`src/rtl/tug_pkg.sv`:
```
// tug_pkg: shared constants, output bundle and LFSR step for the tug-of-war press generator
package tug_pkg;
  localparam int LFSR_W = 10;
  localparam int LFSR_TAP_HI = 9;
  localparam int LFSR_TAP_LO = 6;
  localparam logic [LFSR_W-1:0] LFSR_RESET = '0;
  localparam logic KEY_RELEASED = 1'b1;
  typedef struct packed {
    logic human;
    logic cpu;
    logic collision;
  } press_t;
  // XNOR feedback keeps all-zero legal; all-ones is the lockup state
  function automatic logic [LFSR_W-1:0] lfsr_next(input logic [LFSR_W-1:0] v);
    return {v[LFSR_W-2:0], ~(v[LFSR_TAP_HI] ^ v[LFSR_TAP_LO])};
  endfunction
endpackage

```
`src/rtl/key_conditioner.sv`:
```
// key_conditioner: synchronizes, debounces and falling-edge detects the active-low key
module key_conditioner
  import tug_pkg::*;
#(
  parameter int DEBOUNCE = 4
) (
  input  logic clk,
  input  logic reset,
  input  logic i_key_n,
  output logic o_press
);
  localparam int CW = $clog2(DEBOUNCE + 1);
  logic r_s1, r_s2, r_acc, r_acc_d;
  logic [CW-1:0] r_cnt;
  logic w_diff, w_done;
  assign w_diff  = r_s2 != r_acc;
  assign w_done  = w_diff && (r_cnt == CW'(DEBOUNCE - 1));
  assign o_press = r_acc_d && !r_acc;
  always_ff @(posedge clk or posedge reset) begin
    if (reset) begin
      r_s1    <= KEY_RELEASED;
      r_s2    <= KEY_RELEASED;
      r_acc   <= KEY_RELEASED;
      r_acc_d <= KEY_RELEASED;
      r_cnt   <= '0;
    end else begin
      r_s1    <= i_key_n;
      r_s2    <= r_s1;
      r_acc_d <= r_acc;
      if (w_done) r_acc <= r_s2;
      r_cnt   <= (w_diff && !w_done) ? r_cnt + 1'b1 : '0;
    end
  end
endmodule

```
`src/rtl/tug_press_gen.sv`:
```
// tug_press_gen: one-cycle human/computer move pulses with collision cancel and game-over freeze
module tug_press_gen
  import tug_pkg::*;
#(
  parameter int DEBOUNCE = 4,
  parameter int TICK_DIV = 8
) (
  input  logic       clk,
  input  logic       reset,
  input  logic       key_n,
  input  logic [8:0] difficulty,
  input  logic       game_over,
  output logic       human_press,
  output logic       cpu_press,
  output logic       collision
);
  localparam int TW = $clog2(TICK_DIV);
  logic [LFSR_W-1:0] r_lfsr;
  logic [TW-1:0] r_tick;
  press_t r_out;
  logic w_human, w_tick, w_cpu;
  key_conditioner #(.DEBOUNCE(DEBOUNCE)) u_key (
    .clk    (clk),
    .reset  (reset),
    .i_key_n(key_n),
    .o_press(w_human)
  );
  assign w_tick = r_tick == TW'(TICK_DIV - 1);
  assign w_cpu  = w_tick && ({1'b0, difficulty} > r_lfsr);
  always_ff @(posedge clk or posedge reset) begin
    if (reset) begin
      r_lfsr <= LFSR_RESET;
      r_tick <= '0;
      r_out  <= '0;
    end else begin
      if (!game_over) begin
        r_tick <= w_tick ? '0 : r_tick + 1'b1;
        if (w_tick) r_lfsr <= lfsr_next(r_lfsr);
      end
      r_out.human     <= !game_over && w_human && !w_cpu;
      r_out.cpu       <= !game_over && w_cpu && !w_human;
      r_out.collision <= !game_over && w_cpu && w_human;
    end
  end
  assign human_press = r_out.human;
  assign cpu_press   = r_out.cpu;
  assign collision   = r_out.collision;
endmodule

```
`config.mk`:
```
export PLATFORM = sky130hd
export DESIGN_NAME = tug_press_gen
export DESIGN_NICKNAME = d
export VERILOG_FILES = /design/src/rtl/tug_pkg.sv /design/src/rtl/key_conditioner.sv /design/src/rtl/tug_press_gen.sv
export SDC_FILE = /design/constraint.sdc
export NUM_CORES = 1
export LEC_CHECK = 0
export BUFFER_PORTS_ARGS = -buffer_cell sky130_fd_sc_hd__buf_2
export CAP_MARGIN = 20
export CORE_MARGIN = 2
export CORE_UTILIZATION = 49
export DETAILED_ROUTE_END_ITERATION = 7
export GPL_TIMING_DRIVEN = 0
export PLACE_DENSITY = 0.71
export SYNTH_ARGS = -nofsm -noshare
export SYNTH_HDL_FRONTEND = slang
export SYNTH_SLANG_ARGS = --single-unit
```
`constraint.sdc`:
```
create_clock -name clk -period 1.55 [get_ports clk]
set_input_delay 0.2325 -clock clk [delete_from_list [all_inputs] [get_ports clk]]
set_output_delay 0.2325 -clock clk [all_outputs]
set_load 0.1 [all_outputs]
```
==> results of run 1 <==
==> path summary, 6_finish.rpt <==
path / from / endpoint / slack (ns) / cells past startpoint
setup / recovery: r_lfsr[6] / cpu_press / -0.11 / 5
hold / removal: reset / cpu_press / 0.07 / 2
setup reg to reg: r_lfsr[6] / cpu_press / -0.11 / 5
hold reg to reg: u_key.r_s1 / u_key.r_s2 / 0.37 / 0
max in group asynchronous: reset / r_lfsr[7] / 0.95 / 2
min in group clk: game_over / cpu_press / 0.18 / 2
==> power by group through the flow <==
| stage | Combinational, mW | Clock [mW] | Sequential (mW) |
|---|---|---|---|
| finish | 0.700 | 0.276 | 0.880 |
| floorplan | 0.379 | 0 | 0.929 |
| global placement | 0.534 | 0 | 0.874 |
| CTS | 0.643 | 0.284 | 0.874 |
| detailed placement | 0.570 | 0 | 0.883 |
| global route | 0.794 | 0.320 | 0.900 |
==> synthesized netlist by cell type, drive strengths merged <==
master	count
o21ba	1
ha	13
dfstp	4
nand2	12
nand2b	1
o21ai	10
dfrtp	19
buf	1
nor3	3
a2111o	1
mux2	3
a2111oi	1
inv	16
o2111a	1
a21o	3
nand3	3
nor2	3
a21oi	3
nand4	1
xor2	2
==> final cells by class <==
cell class                      count  area, um^2  share of cell area (%)
Buffer                              1        7.51                   0.535
Clock buffer                        3        22.5                    1.61
Clock inverter                      1        5.00                   0.357
Inverter                           16        60.1                    4.28
Multi-Input combinational cell     61         551                    39.3
Sequential cell                    23         581                    41.4
Tap cell                           28        35.0                    2.50
Timing Repair Buffer               23         141                    10.1
==> layout by cell type (no fill, tap or decap), types with 5 or more instances in the layout <==
cell / Yosys / routed
buf_4: 0 / 6
inv_1: 16 / 10
dfrtp_1: 19 / 19
ha_1: 13 / 8
nand2_1: 12 / 11
ha_4: 0 / 5
o21ai_0: 10 / 10
buf_2: 1 / 15
inv_2: 0 / 6
==> registers in the layout (all words and copies together) (netlist names) <==
name / cells
r_tick: 3
u_key.r_s2: 1
collision: 1
r_lfsr: 10
u_key.r_s1: 1
u_key.r_acc: 1
cpu_press: 1
u_key.r_acc_d: 1
human_press: 1
u_key.r_cnt: 3
==> repair_timing <==
item,CTS,global route
setup buffers,5,2
hold endpoints to repair,1,0
pin swaps,4,3
hold buffers,1,0
setup endpoints to repair,12,12
resized for setup,11,8
==> per-layer routing <==
metal | part of all wire (%) | vias up | global-route usage [%]
met4 | 4.3 | 0 | 11.4
met1 | 43 | 370 | 22.1
li1 | - | 394 | -
met2 | 48 | 31 | 33.3
met5 | 0 | - | 0
met3 | 4.8 | 8 | 3.80
==> cells by family (layout without fill, tap and decap cells) <==
logic type / Yosys count / count (layout) / share of synthesized area (%)
adders and majority gates: 13 / 13 / 14.8
AOI/OAI and AO/OA: 20 / 20 / 12.8
and+or+nand+nor: 23 / 23 / 9.00
muxes: 3 / 3 / 3.07
DFF: 23 / 23 / 52.8
buffers and inverters: 17 / 44 / 5.92
xor gates and xnor gates: 2 / 2 / 1.59
==> through the flow <==
stage	hold slack (ns)	TNS [ns]	setup slack (ns)	util (%)	std cells
2_1_floorplan	0.231	0	0.0468	-	101
3_3_place_gp	0.338	-0.121	-0.0739	55.7	144
3_5_place_dp	0.340	-0.500	-0.127	55.7	144
4_1_cts	0.0955	-0.614	-0.0925	62.3	154
5_1_grt	0.134	-0.604	-0.173	64.6	156
6_report	0.0742	-0.266	-0.110	64.6	156
==> results.ini, run 1 <==
[run_status]
status=finished, violations left
violations=negative setup slack

[synthesis]
yosysWarnings=0
avgSynthCellArea_um2=10.9
synth_fp_nets=127
synth.distinct_cells=22
synth_top_area_share_pct=43.3
syn-cell-area_um2=1100
yosys-top-cells-area=dfrtp_1 (43%), ha_1 (15%), dfstp_2 (9.6%)
syn_inst=101
ys_seq_elements=23
yosysTopAreaCell=dfrtp_1
yosysSeqAreaShare_pct=52.8

[pwr]
p_total_mw=1.86
p_comb_share_pct=37.7
p_leak_nw=0.667
clkPwrFrac_pct=14.9
ir_drop_uv=828
p_sw_mw=0.671
sequentialPowerShare_pct=47.4
p_int_mw=1.18
swShare_pct=36.2
pwr_density_cell_nw_per_um2=1320

[detailed_routing]
drtIter0Drc=23
antenna_left=0
via_count=803
first_pass_iters=4
routed_via_density=5.15
wl_um=2200
routedWlPerCell_um=14.1
drc=0

[die]
die_h_um=51.4
dieArea_um2=2640
core_um2=2170
initial_utilization_pct=50.6
die_w_um=51.4
core.rowCount=17
io_pins=16

[grt]
grt_max_degree=24
antenna_found_initial=0
gr-total-overflow=0
grt_pass1_wl_um=3570
gr-usage-all-layers_pct=19.3
grt_pass1_vias=804

[cts]
numCtsBuffers=3
cts.path.max_buffers=2
cts.sinks=23
worst_skew_pair.late_latency_ns=0.31
clock-root-buffer=clkbuf_4
cts.clk_slew.worst_paths_ns=0.12
htreeDepth=1
tritoncts=yes

[final_layout]
area_growth_pct=27.7
antenna_cells=0
final_nets=155
fill_cells=183
final_area_um2=1400
drive_gt1_share_pct=39.8

[setup_path]
crit_path_max_incr_delay_ns=0.51
critical_path.top_delay_family=compound AO/OA/AOI/OAI gates
critPathBufInv=1
path_cells=inv_1, ha_1, nand3_1, a2111o_1, a2111oi_4
cp.arrival_ns=1.88
required_ns=1.77
start_kind=flip-flop
cp_slowest_cell=a2111o_1
criticalPathCategory=flip-flop to flip-flop
end_kind=flip-flop
cp_max_fo=3

[sta]
rsz0062_at_grt=true
finalCritPeriodShare_pct=107
timing.fmax_ghz=0.603
slew_violations=0
hold_violations=0
fin_ws_ns=-0.110
maxSlewHeadroom_pct=42.7
worstMarginPinSlew_ns=0.859
finalSetupViolCount=3
clock_skew_ns=0.00278
post-route-min-period_ns=1.66

[place]
gp_congestion=0.745
place_area_um2=1210
numPortBuffers=15
hpwl_um=1390

[run]
cap_viol_max_count=0

[worst_hold_path]
hp-class=input port to async pin

No activity file was read; power rests on OpenSTA's default activity.
==> run 2, diff against run 1 <==
--- a/config.mk
+++ b/config.mk
@@ -11,7 +11,7 @@
 export CORE_UTILIZATION = 49
 export DETAILED_ROUTE_END_ITERATION = 7
 export GPL_TIMING_DRIVEN = 0
-export PLACE_DENSITY = 0.71
+export PLACE_DENSITY = 0.73
 export SYNTH_ARGS = -nofsm -noshare
 export SYNTH_HDL_FRONTEND = slang
 export SYNTH_SLANG_ARGS = --single-unit
==> results.ini, run 2 (same netlist as run 1, synthesis figures left out) <==
[run_status]
status=finished, violations left
violations=negative setup slack

[final_layout]
final_nets=149  ; -3.9%
utilization_pct=61.1  ; -3.5 points
area_growth_pct=20.7
largest_registers=r_lfsr (10), r_tick (3), u_key.r_cnt (3)
multi_input_area_um2=523  ; -5.0%
antenna_cells=0  ; unchanged
instances_no_fill=150  ; -3.8%
largest_reg_flops=10  ; unchanged
final_area_um2=1330  ; -5.4%
top_register=r_lfsr
layout_commonest_cell=dfrtp_1
drive_gt1_share_pct=35.2  ; -4.6 points
regArea_um2=581  ; unchanged
fill_cells=192  ; +4.9%
final_cell_mix=dfrtp_1 (19), buf_2 (15), inv_1 (12), nand2_1 (11), o21ai_0 (10)

[cts]
htreeDepth=1  ; unchanged
clock-root-buffer=clkbuf_4
cts.sinks=23  ; unchanged
cts.clk_slew.worst_paths_ns=0.13  ; about the same
tritoncts=yes
numCtsBuffers=3  ; unchanged
worst_skew_pair.late_latency_ns=0.30  ; about the same
cts.path.max_buffers=2  ; unchanged

[pwr]
p_leak_nw=0.635  ; -4.8%
sequentialPowerShare_pct=50.3  ; +2.9 points
ir_drop_uv=1170  ; +41%
swShare_pct=34.8  ; -1.4 points
p_sw_mw=0.603  ; -10%
pwr_density_cell_nw_per_um2=1310  ; -1.2%
p_int_mw=1.13  ; -4.6%
clkPwrFrac_pct=15.6  ; +0.7 points
p_comb_share_pct=34.1  ; -3.6 points

[setup_path]
reg2reg_slack_ns=-0.05  ; +0.06 ns
r2r_end=cpu_press
r2r_start=r_lfsr[7]
start_kind=flip-flop
criticalPathCategory=flip-flop to flip-flop
cp.arrival_ns=1.81  ; -0.07 ns
cp_max_fo=3  ; unchanged
end_kind=flip-flop
reg2reg_depth=6  ; +1
required_ns=1.76  ; about the same

[detailed_routing]
first_pass_iters=4  ; unchanged
wl_um=1730  ; -21%
via_count=746  ; -7.1%
routed-wl-met2_um=868  ; -17%
drtIter0Drc=4  ; -83%
m1WireLength_um=788  ; -17%
routed_via_density=4.97  ; -3.4%
routed-wl-met3_um=54  ; -49%
top_layer=met4
routedWlPerCell_um=11.5  ; -18%
drc=0  ; unchanged
antenna_left=0  ; unchanged

[place]
gp_congestion=0.769  ; +3.2%
dp_cells=144  ; unchanged
place_area_um2=1210  ; unchanged
hpwl_um=1330  ; -4.1%
numPortBuffers=15  ; unchanged

[sta]
clock_skew_ns=0.00614  ; +0.00336 ns
hold_violations=0  ; unchanged
rsz0062_at_grt=true
finalSetupViolCount=2  ; -1
setup_tns_ns=-0.0792  ; +0.187 ns
post-route-min-period_ns=1.60  ; -0.0559 ns
timing.fmax_ghz=0.624  ; +3.5%
finalCritPeriodShare_pct=103  ; -3.6 points
fin_ws_ns=-0.0537  ; +0.0559 ns
worstMarginPinSlew_ns=0.828  ; -0.0308 ns
maxSlewHeadroom_pct=44.8  ; +2.1 points
slew_violations=0  ; unchanged

[die]
die_h_um=51.4  ; unchanged
core_um2=2170  ; unchanged
io_pins=16  ; unchanged
initial_utilization_pct=50.6  ; unchanged
die_w_um=51.4  ; unchanged
core.rowCount=17  ; unchanged
dieArea_um2=2640  ; unchanged

[grt]
antenna_found_initial=0  ; unchanged
grt_max_degree=24  ; unchanged
grt_pass1_wl_um=3130  ; -12%
grt_pass1_vias=781  ; -2.9%
gr-total-overflow=0  ; unchanged
gr-usage-all-layers_pct=15.9  ; -3.5 points

[run]
cap_viol_max_count=0  ; unchanged

[worst_hold_path]
hp-class=input port to async pin

## run 2: worst max-delay path: stages (launching register included)
cell and delay [ns]:
dfrtp_1 0.38, inv_2 0.06, ha_4 0.27, a21o_4 0.11
a21oi_2 0.05, a2111o_1 0.41, a2111oi_2 0.22
## run 2: layer usage
| metal | GRT usage, % | vias up |
|---|---|---|
| met2 | 28.1 | 8 |
| li1 | - | 378 |
| met5 | 0 | - |
| met3 | 3.80 | 2 |
| met4 | 5.26 | 0 |
| met1 | 18.8 | 358 |
## run 2: layout make-up
cell class,count,area share [%]
buffer,1,0.566
tap,28,2.64
sequential,23,43.8
clock buffer,3,1.70
multi-input combinational,61,39.4
timing repair buffer,17,6.98
inverter,16,4.53
clock inverter,1,0.377
## run 2: power groups by stage
stage          clock network, mW  logic (mW)  registers (mW)
2_1_floorplan                  0       0.379           0.929
3_3_place_gp                   0       0.535           0.875
3_5_place_dp                   0       0.557           0.885
4_1_cts                    0.282       0.595           0.871
5_1_grt                    0.302       0.698           0.890
6_report                   0.270       0.592           0.872
## run 2: repair_timing
item | 4_1_cts | 5_1_grt
resized for setup | 8 | 6
buffers inserted | 1 | 0
pin swaps | 1 | 2
hold buffers | 0 | 1
setup endpoints to repair | 12 | 4
endpoints found under the hold margin | 0 | 1
## run 2: worst max path at each step
stage / start / end / slack [ns] / depth (start not counted)
finish: r_lfsr[7] / cpu_press / -0.05 / 6
global route: r_lfsr[7] / cpu_press / -0.13 / 6
CTS: r_lfsr[8] / cpu_press / -0.05 / 5
detailed placement: r_lfsr[6] / cpu_press / -0.07 / 5
global placement: r_lfsr[8] / cpu_press / -0.05 / 5
floorplan: r_lfsr[7] / cpu_press / 0.05 / 6
## run 2: per-stage QoR
stage | power, mW | hold slack [ns] | setup slack [ns]
6_report | 1.73 | 0.0712 | -0.0537
5_1_grt | 1.89 | 0.145 | -0.128
4_1_cts | 1.75 | 0.00660 | -0.0547
3_5_place_dp | 1.44 | 0.339 | -0.0724
3_3_place_gp | 1.41 | 0.340 | -0.0545
2_1_floorplan | 1.31 | 0.231 | 0.0468
